### config.mk
export PLATFORM = sky130hd
export DESIGN_NAME = ioctl_upload_reader
export DESIGN_NICKNAME = d
export VERILOG_FILES = /design/src/rtl/ioctl_pkg.sv /design/src/rtl/ioctl_cycle_timer.sv /design/src/rtl/ioctl_upload_reader.sv
export SDC_FILE = /design/constraint.sdc
export NUM_CORES = 1
export LEC_CHECK = 0
export ABC_AREA = 1
export ABC_CLOCK_PERIOD_IN_PS = 4360
export CORE_MARGIN = 8
export CORE_UTILIZATION = 35
export CTS_BUF_LIST = sky130_fd_sc_hd__clkbuf_4
export CTS_CLUSTER_SIZE = 25
export DETAILED_ROUTE_END_ITERATION = 7
export MAX_ROUTING_LAYER = met4
export PLACE_DENSITY_LB_ADDON = 0.2
export SLEW_MARGIN = 20
export SYNTH_ARGS = -nofsm -noshare
export SYNTH_HDL_FRONTEND = slang
export SYNTH_SLANG_ARGS = --single-unit
### constraint.sdc
create_clock -name clk_sys -period 4.36 [get_ports clk_sys]
set_clock_uncertainty 0.15 [all_clocks]
set_input_delay 0.436 -clock clk_sys [delete_from_list [all_inputs] [get_ports clk_sys]]
set_output_delay 0.436 -clock clk_sys [all_outputs]
set_load 0.005 [all_outputs]
### src/rtl/ioctl_pkg.sv
// rtl/ioctl_pkg.sv - shared ioctl bus widths, upload FSM state type and helpers
package ioctl_pkg;

  localparam int IOCTL_ADDR_W = 25;
  localparam int IOCTL_DATA_W = 8;

  typedef enum logic [1:0] {
    UPL_IDLE = 2'd0,
    UPL_ARB  = 2'd1,
    UPL_LAT  = 2'd2
  } upl_state_t;

  function automatic logic [IOCTL_ADDR_W-1:0] sat_inc(input logic [IOCTL_ADDR_W-1:0] v);
    return (&v) ? v : v + IOCTL_ADDR_W'(1);
  endfunction

endpackage

### src/rtl/ioctl_cycle_timer.sv
// rtl/ioctl_cycle_timer.sv - loadable down-counter; flags the last cycle of a loaded interval
module ioctl_cycle_timer #(
  parameter int W = 8
) (
  input  logic         clk_i,
  input  logic         rst_ni,
  input  logic         load_i,
  input  logic [W-1:0] load_val_i,
  input  logic         en_i,
  output logic         expired_o
);

  logic [W-1:0] cnt_q, cnt_d;

  always_comb begin
    cnt_d = cnt_q;
    if (load_i) begin
      cnt_d = load_val_i;
    end else if (en_i && cnt_q != '0) begin
      cnt_d = cnt_q - W'(1);
    end
  end

  always_ff @(posedge clk_i or negedge rst_ni) begin
    if (!rst_ni) begin
      cnt_q <= '0;
    end else begin
      cnt_q <= cnt_d;
    end
  end

  // A load of N means the N-th following cycle is the expiry cycle
  assign expired_o = (cnt_q == W'(1));

endmodule

### src/rtl/ioctl_upload_reader.sv
// rtl/ioctl_upload_reader.sv - serves HPS upload reads from an arbitrated core RAM read port
module ioctl_upload_reader
  import ioctl_pkg::*;
#(
  parameter int         AW        = 14,
  parameter int         MEM_BYTES = 16384,
  parameter logic [7:0] INDEX     = 8'd1,
  parameter int         RD_LAT    = 1,
  parameter int         GNT_TO    = 255,
  parameter logic [7:0] FILL      = 8'hFF
) (
  input  logic                    clk_sys,
  input  logic                    reset_n,
  input  logic                    ioctl_upload,
  input  logic                    ioctl_rd,
  input  logic [IOCTL_ADDR_W-1:0] ioctl_addr,
  input  logic [7:0]              ioctl_index,
  output logic [IOCTL_DATA_W-1:0] ioctl_din,
  output logic                    ioctl_wait,
  output logic                    mem_req,
  output logic [AW-1:0]           mem_addr,
  input  logic                    mem_gnt,
  input  logic [7:0]              mem_data,
  output logic [IOCTL_ADDR_W-1:0] byte_count,
  output logic                    upload_done,
  output logic                    err_timeout,
  output logic                    err_overrun
);

  localparam logic [IOCTL_ADDR_W-1:0] MEM_LIMIT = IOCTL_ADDR_W'(MEM_BYTES);
  localparam logic [7:0]              GNT_TO_V  = 8'(GNT_TO);
  localparam logic [7:0]              RD_LAT_V  = 8'(RD_LAT);

  upl_state_t state_q, state_d;

  logic                    active, active_q, rise, fall, abort;
  logic                    rd_hit, out_of_range, accept, grant_take;
  logic                    timer_expired, timeout_ev, lat_done, fill_ev;
  logic [7:0]              din_q, din_d;
  logic [AW-1:0]           mem_addr_q, mem_addr_d;
  logic [IOCTL_ADDR_W-1:0] count_q, count_d;
  logic                    done_q, err_to_q, err_to_d, err_ov_q, err_ov_d;

  assign active       = ioctl_upload && (ioctl_index == INDEX);
  assign rise         = active && !active_q;
  assign fall         = !active && active_q;
  assign abort        = !active && (state_q != UPL_IDLE);
  assign rd_hit       = ioctl_rd && active;
  assign out_of_range = (ioctl_addr >= MEM_LIMIT);
  assign accept       = (state_q == UPL_IDLE) && rd_hit && !out_of_range;
  assign grant_take   = (state_q == UPL_ARB) && !abort && mem_gnt;
  assign timeout_ev   = (state_q == UPL_ARB) && !abort && !mem_gnt && timer_expired;
  assign lat_done     = (state_q == UPL_LAT) && !abort && timer_expired;
  assign fill_ev      = ((state_q == UPL_IDLE) && rd_hit && out_of_range) || timeout_ev;

  // One timer serves both the grant timeout in ARB and the read latency in LAT
  ioctl_cycle_timer #(.W(8)) u_timer (
    .clk_i      (clk_sys),
    .rst_ni     (reset_n),
    .load_i     (accept || grant_take),
    .load_val_i (accept ? GNT_TO_V : RD_LAT_V),
    .en_i       (state_q != UPL_IDLE),
    .expired_o  (timer_expired)
  );

  always_ff @(posedge clk_sys or negedge reset_n) begin
    if (!reset_n) begin
      state_q <= UPL_IDLE;
    end else begin
      state_q <= state_d;
    end
  end

  always_comb begin
    state_d = state_q;
    unique case (state_q)
      UPL_IDLE: if (accept) state_d = UPL_ARB;
      UPL_ARB: begin
        if (abort)              state_d = UPL_IDLE;
        else if (mem_gnt)       state_d = UPL_LAT;
        else if (timer_expired) state_d = UPL_IDLE;
      end
      UPL_LAT: if (abort || timer_expired) state_d = UPL_IDLE;
      default: state_d = UPL_IDLE;
    endcase
  end

  always_comb begin
    mem_req    = (state_q == UPL_ARB);
    ioctl_wait = (state_q != UPL_IDLE);
  end

  always_comb begin
    din_d      = din_q;
    mem_addr_d = mem_addr_q;
    count_d    = rise ? '0 : count_q;
    err_to_d   = rise ? 1'b0 : err_to_q;
    err_ov_d   = rise ? 1'b0 : err_ov_q;
    if (fill_ev)  din_d = FILL;
    if (lat_done) din_d = mem_data;
    if (accept)   mem_addr_d = ioctl_addr[AW-1:0];
    if (fill_ev || lat_done) count_d = sat_inc(count_d);
    if (timeout_ev) err_to_d = 1'b1;
    if (rd_hit && state_q != UPL_IDLE) err_ov_d = 1'b1;
  end

  always_ff @(posedge clk_sys or negedge reset_n) begin
    if (!reset_n) begin
      active_q   <= 1'b0;
      din_q      <= 8'h00;
      mem_addr_q <= '0;
      count_q    <= '0;
      done_q     <= 1'b0;
      err_to_q   <= 1'b0;
      err_ov_q   <= 1'b0;
    end else begin
      active_q   <= active;
      din_q      <= din_d;
      mem_addr_q <= mem_addr_d;
      count_q    <= count_d;
      done_q     <= fall;
      err_to_q   <= err_to_d;
      err_ov_q   <= err_ov_d;
    end
  end

  assign ioctl_din   = din_q;
  assign mem_addr    = mem_addr_q;
  assign byte_count  = count_q;
  assign upload_done = done_q;
  assign err_timeout = err_to_q;
  assign err_overrun = err_ov_q;

endmodule

==> out/qor.csv <==
stage,metric,value,unit
setup_path,worst endpoint required time,4.48,ns
cts,clock tree buffer depth,2,
placed_design,routability cong.,0.857,
setup_path,Critical Path Sink Type,flip-flop,
setup_path,Critical Path Start,ioctl_index[0],
setup_path,worst reg2reg path endpoint,byte_count[20],
timing,Tcrit/Tclk final,66.0,%
logic_synthesis,"EDFF count, synth",0,
setup_path,CP max FO,53,
grt,total grt overflow,0,
finish,share of post-route cells with drive strength above 1,11.6,%
setup_path,crit path capture,byte_count[1],
power_and_ir_drop,leakage,0.00221,uW
timing,RSZ-0062 raised after global routing,no,
floorplanning,die width,118,microns
finish,area grow syn2layout,32.8,%
cts,root buf cell,clkbuf_4,
timing,fin. max-slew vios,0,
logic_synthesis,post-synthesis sequential area ratio,42.3,%
cts,# H-tree levels,3,
logic_synthesis,Mapped Cells,459,
cts,setup bufs post-CTS,0,
cts,cts hold-fix bufs,1,
finish,fin nets,606,
logic_synthesis,asr flop ratio synth,100,%
routing,Antenna Violating Nets Remaining,0,
finish,diode count,0,
timing,endpoints failing setup,0,
logic_synthesis,most frequent cell after synthesis,nand2_1,
logic_synthesis,Unique masters post-synth,34,
finish,Finished Layout Cells,698,
timing,"Hold Vio Cnt, Final",0,
routing,routed wire length,10100,microns
power_and_ir_drop,power per cell area,217,nW/um^2
timing,Period minus WS final,2.88,ns
hold_path,Worst Hold Class,reg2reg,
run,Max Cap Viol,0,
setup_path,crit path launch type,primary input,
floorplanning,Rows,37,
power_and_ir_drop,maximum vdd drop,0.140,mV
logic_synthesis,Syn. warnings,0,
routing,Starting DRT DRC Count,143,
routing,DR vias/cell,4.86,
logic_synthesis,synth cell count leaders,"nand2_1 (140), dfrtp_1 (61), nand3_1 (56)",
floorplanning,Core Footprint,10200,sq um
logic_synthesis,Most used DFF post-synth,dfrtp_1,
cts,CTS Buf Count,9,
floorplanning,DIE HEIGHT,118,microns
setup_path,Reg2Reg Depth,10,
outcome,run status,"finished, final reports clean",
timing,Fin Setup TNS,0,ns
floorplanning,Initial Utilization,35.4,%
timing,Slew Limit Headroom,44.3,%
timing,Max Fclk,0.348,GHz
floorplanning,I/O pin count,98,
cts,Skew-Pair Late Insertion Delay,0.41,ns
logic_synthesis,syn_nets,507,
placed_design,Port Buffer Count,97,
setup_path,WS Path Type,in2reg,
routing,vias,3390,
logic_synthesis,Synth top area share,42.3,%
routing,DRC viols,0,
cts,CTS tree,done,
grt,vias in the first global route,3630,
logic_synthesis,Synth area leaders,"dfrtp_1 (42%), nand2_1 (15%), nand3_1 (7.8%)",
grt,initial antenna violation count,0,
routing,DRT Pass-1 Iters,4,
cts,CTS resizes,0,
setup_path,reg2reg start,active_q,
grt,GRT Util Overall,15.5,%
timing,slew at the pin closest to its max-slew limit,0.836,ns
logic_synthesis,Mean Syn Cell Area,7.86,sq um
cts,CTS Sinks,61,
grt,largest net degree at the start of global routing,54,
floorplanning,die footprint,13800,sq um
logic_synthesis,"flops & latches, synth",61,
placed_design,HPWL Detailed,7660,microns
cts,Worst-path clk slew,0.12,ns
logic_synthesis,post-synth top area cell,dfrtp_1,
placed_design,placed instance count,682,
grt,first-pass GRT wire length,17300,microns
routing,WL/cell,14.4,microns
setup_path,r2r setup slk,1.83,ns
setup_path,critical path arrival,3.00,ns
hold_path,hold wc startpoint,ioctl_din[0],
logic_synthesis,"Cell Area, Synth",3610,sq um
==> cell usage in the layout, fill, tap and decap left out, types with 4 or more instances in the layout <==
master           instances
o21ai_1                 10
nor2_1                  50
mux2_2                  14
nand3_2                 11
nand4_1                  6
clkdlybuf4s50_1         96
inv_2                    4
nand2_1                140
dfrtp_1                 61
nor2_2                   8
nand3_1                 56
o21ai_0                  8
o22a_1                   8
clkbuf_4                 9
inv_1                   36
==> how the worst min path moves through the flow <==
stage | to | slack, ns | depth (start not counted)
global route | mem_addr[11] | 0.39 | 1
floorplan | active_q | -0.01 | 0
CTS | ioctl_din[2] | 0.37 | 1
detailed placement | ioctl_din[5] | 0.34 | 1
global placement | ioctl_din[7] | 0.33 | 1
finish | ioctl_din[0] | 0.37 | 1
==> logic make-up (layout without fill, tap and decap cells) <==
| family | Yosys count | after routing | synth area share [%] |
|---|---|---|---|
| AOI/OAI and AO/OA | 38 | 38 | 7.11 |
| xor gates and xnor gates | 5 | 5 | 1.21 |
| adders and majority gates | 2 | 2 | 0.694 |
| buffers and inverters | 54 | 157 | 7.53 |
| DFF | 61 | 61 | 42.3 |
| muxes | 14 | 14 | 4.37 |
| and+or+nand+nor | 285 | 285 | 36.8 |
==> per-layer routing <==
layer	vias to the layer above	track usage, %	routed length (microns)
met5	-	-	0
met4	0	3.84	77
met3	7	5.23	711
met2	87	26.0	4870
met1	1584	17.3	4410
li1	1712	-	-
==> state kept, by name, indices dropped and copies added (netlist names) <==
register and cells:
upload_done 1, byte_count 25, active_q 1, u_timer.cnt_q 8, err_overrun 1, state_q 2, err_timeout 1, ioctl_din 8
mem_addr 14
==> cell type report <==
| type | count | area [sq um] |
|---|---|---|
| Multi-Input combinational cell | 344 | 1810 |
| Timing Repair Buffer | 101 | 998 |
| Clock buffer | 9 | 67.6 |
| Tap cell | 136 | 170 |
| Fill cell | 1022 | 5390 |
| Inverter | 41 | 154 |
| Sequential cell | 61 | 1530 |
| Clock inverter | 6 | 65.1 |
==> per-stage QoR <==
step | hold WS, ns | setup slack [ns] | utilization (%) | power [uW] | cell area, sq um
3_3_place_gp | 0.334 | 1.17 | 45.6 | 654 | 4650
5_1_grt | 0.393 | 1.26 | 47.0 | 1090 | 4790
6_report | 0.365 | 1.48 | 47.0 | 1040 | 4790
4_1_cts | 0.372 | 1.52 | 47.0 | 1060 | 4790
3_5_place_dp | 0.342 | 1.08 | 45.6 | 656 | 4650
2_1_floorplan | -0.00959 | 2.46 | - | 593 | 3610
==> power by group <==
| group | internal (uW) | switching (uW) |
|---|---|---|
| Combinational | 46.7 | 24.9 |
| Clock | 170 | 225 |
| Sequential | 569 | 2.39 |
| Total | 787 | 252 |
==> critical path, stage by stage <==
cell and delay (ns):
clkdlybuf4s50_1 0.46, inv_1 0.04, nor2_1 0.07, nand2_1 0.06, nor2_2 0.14, nand3_4 0.51
nand3_1 0.34, nor2_1 0.11, nand2_1 0.13, nor2_2 0.06, nand2_2 0.35, nand3_1 0.12
nand2_1 0.08, o21ai_0 0.07
Note: power is estimated with default switching activity, not from simulation.
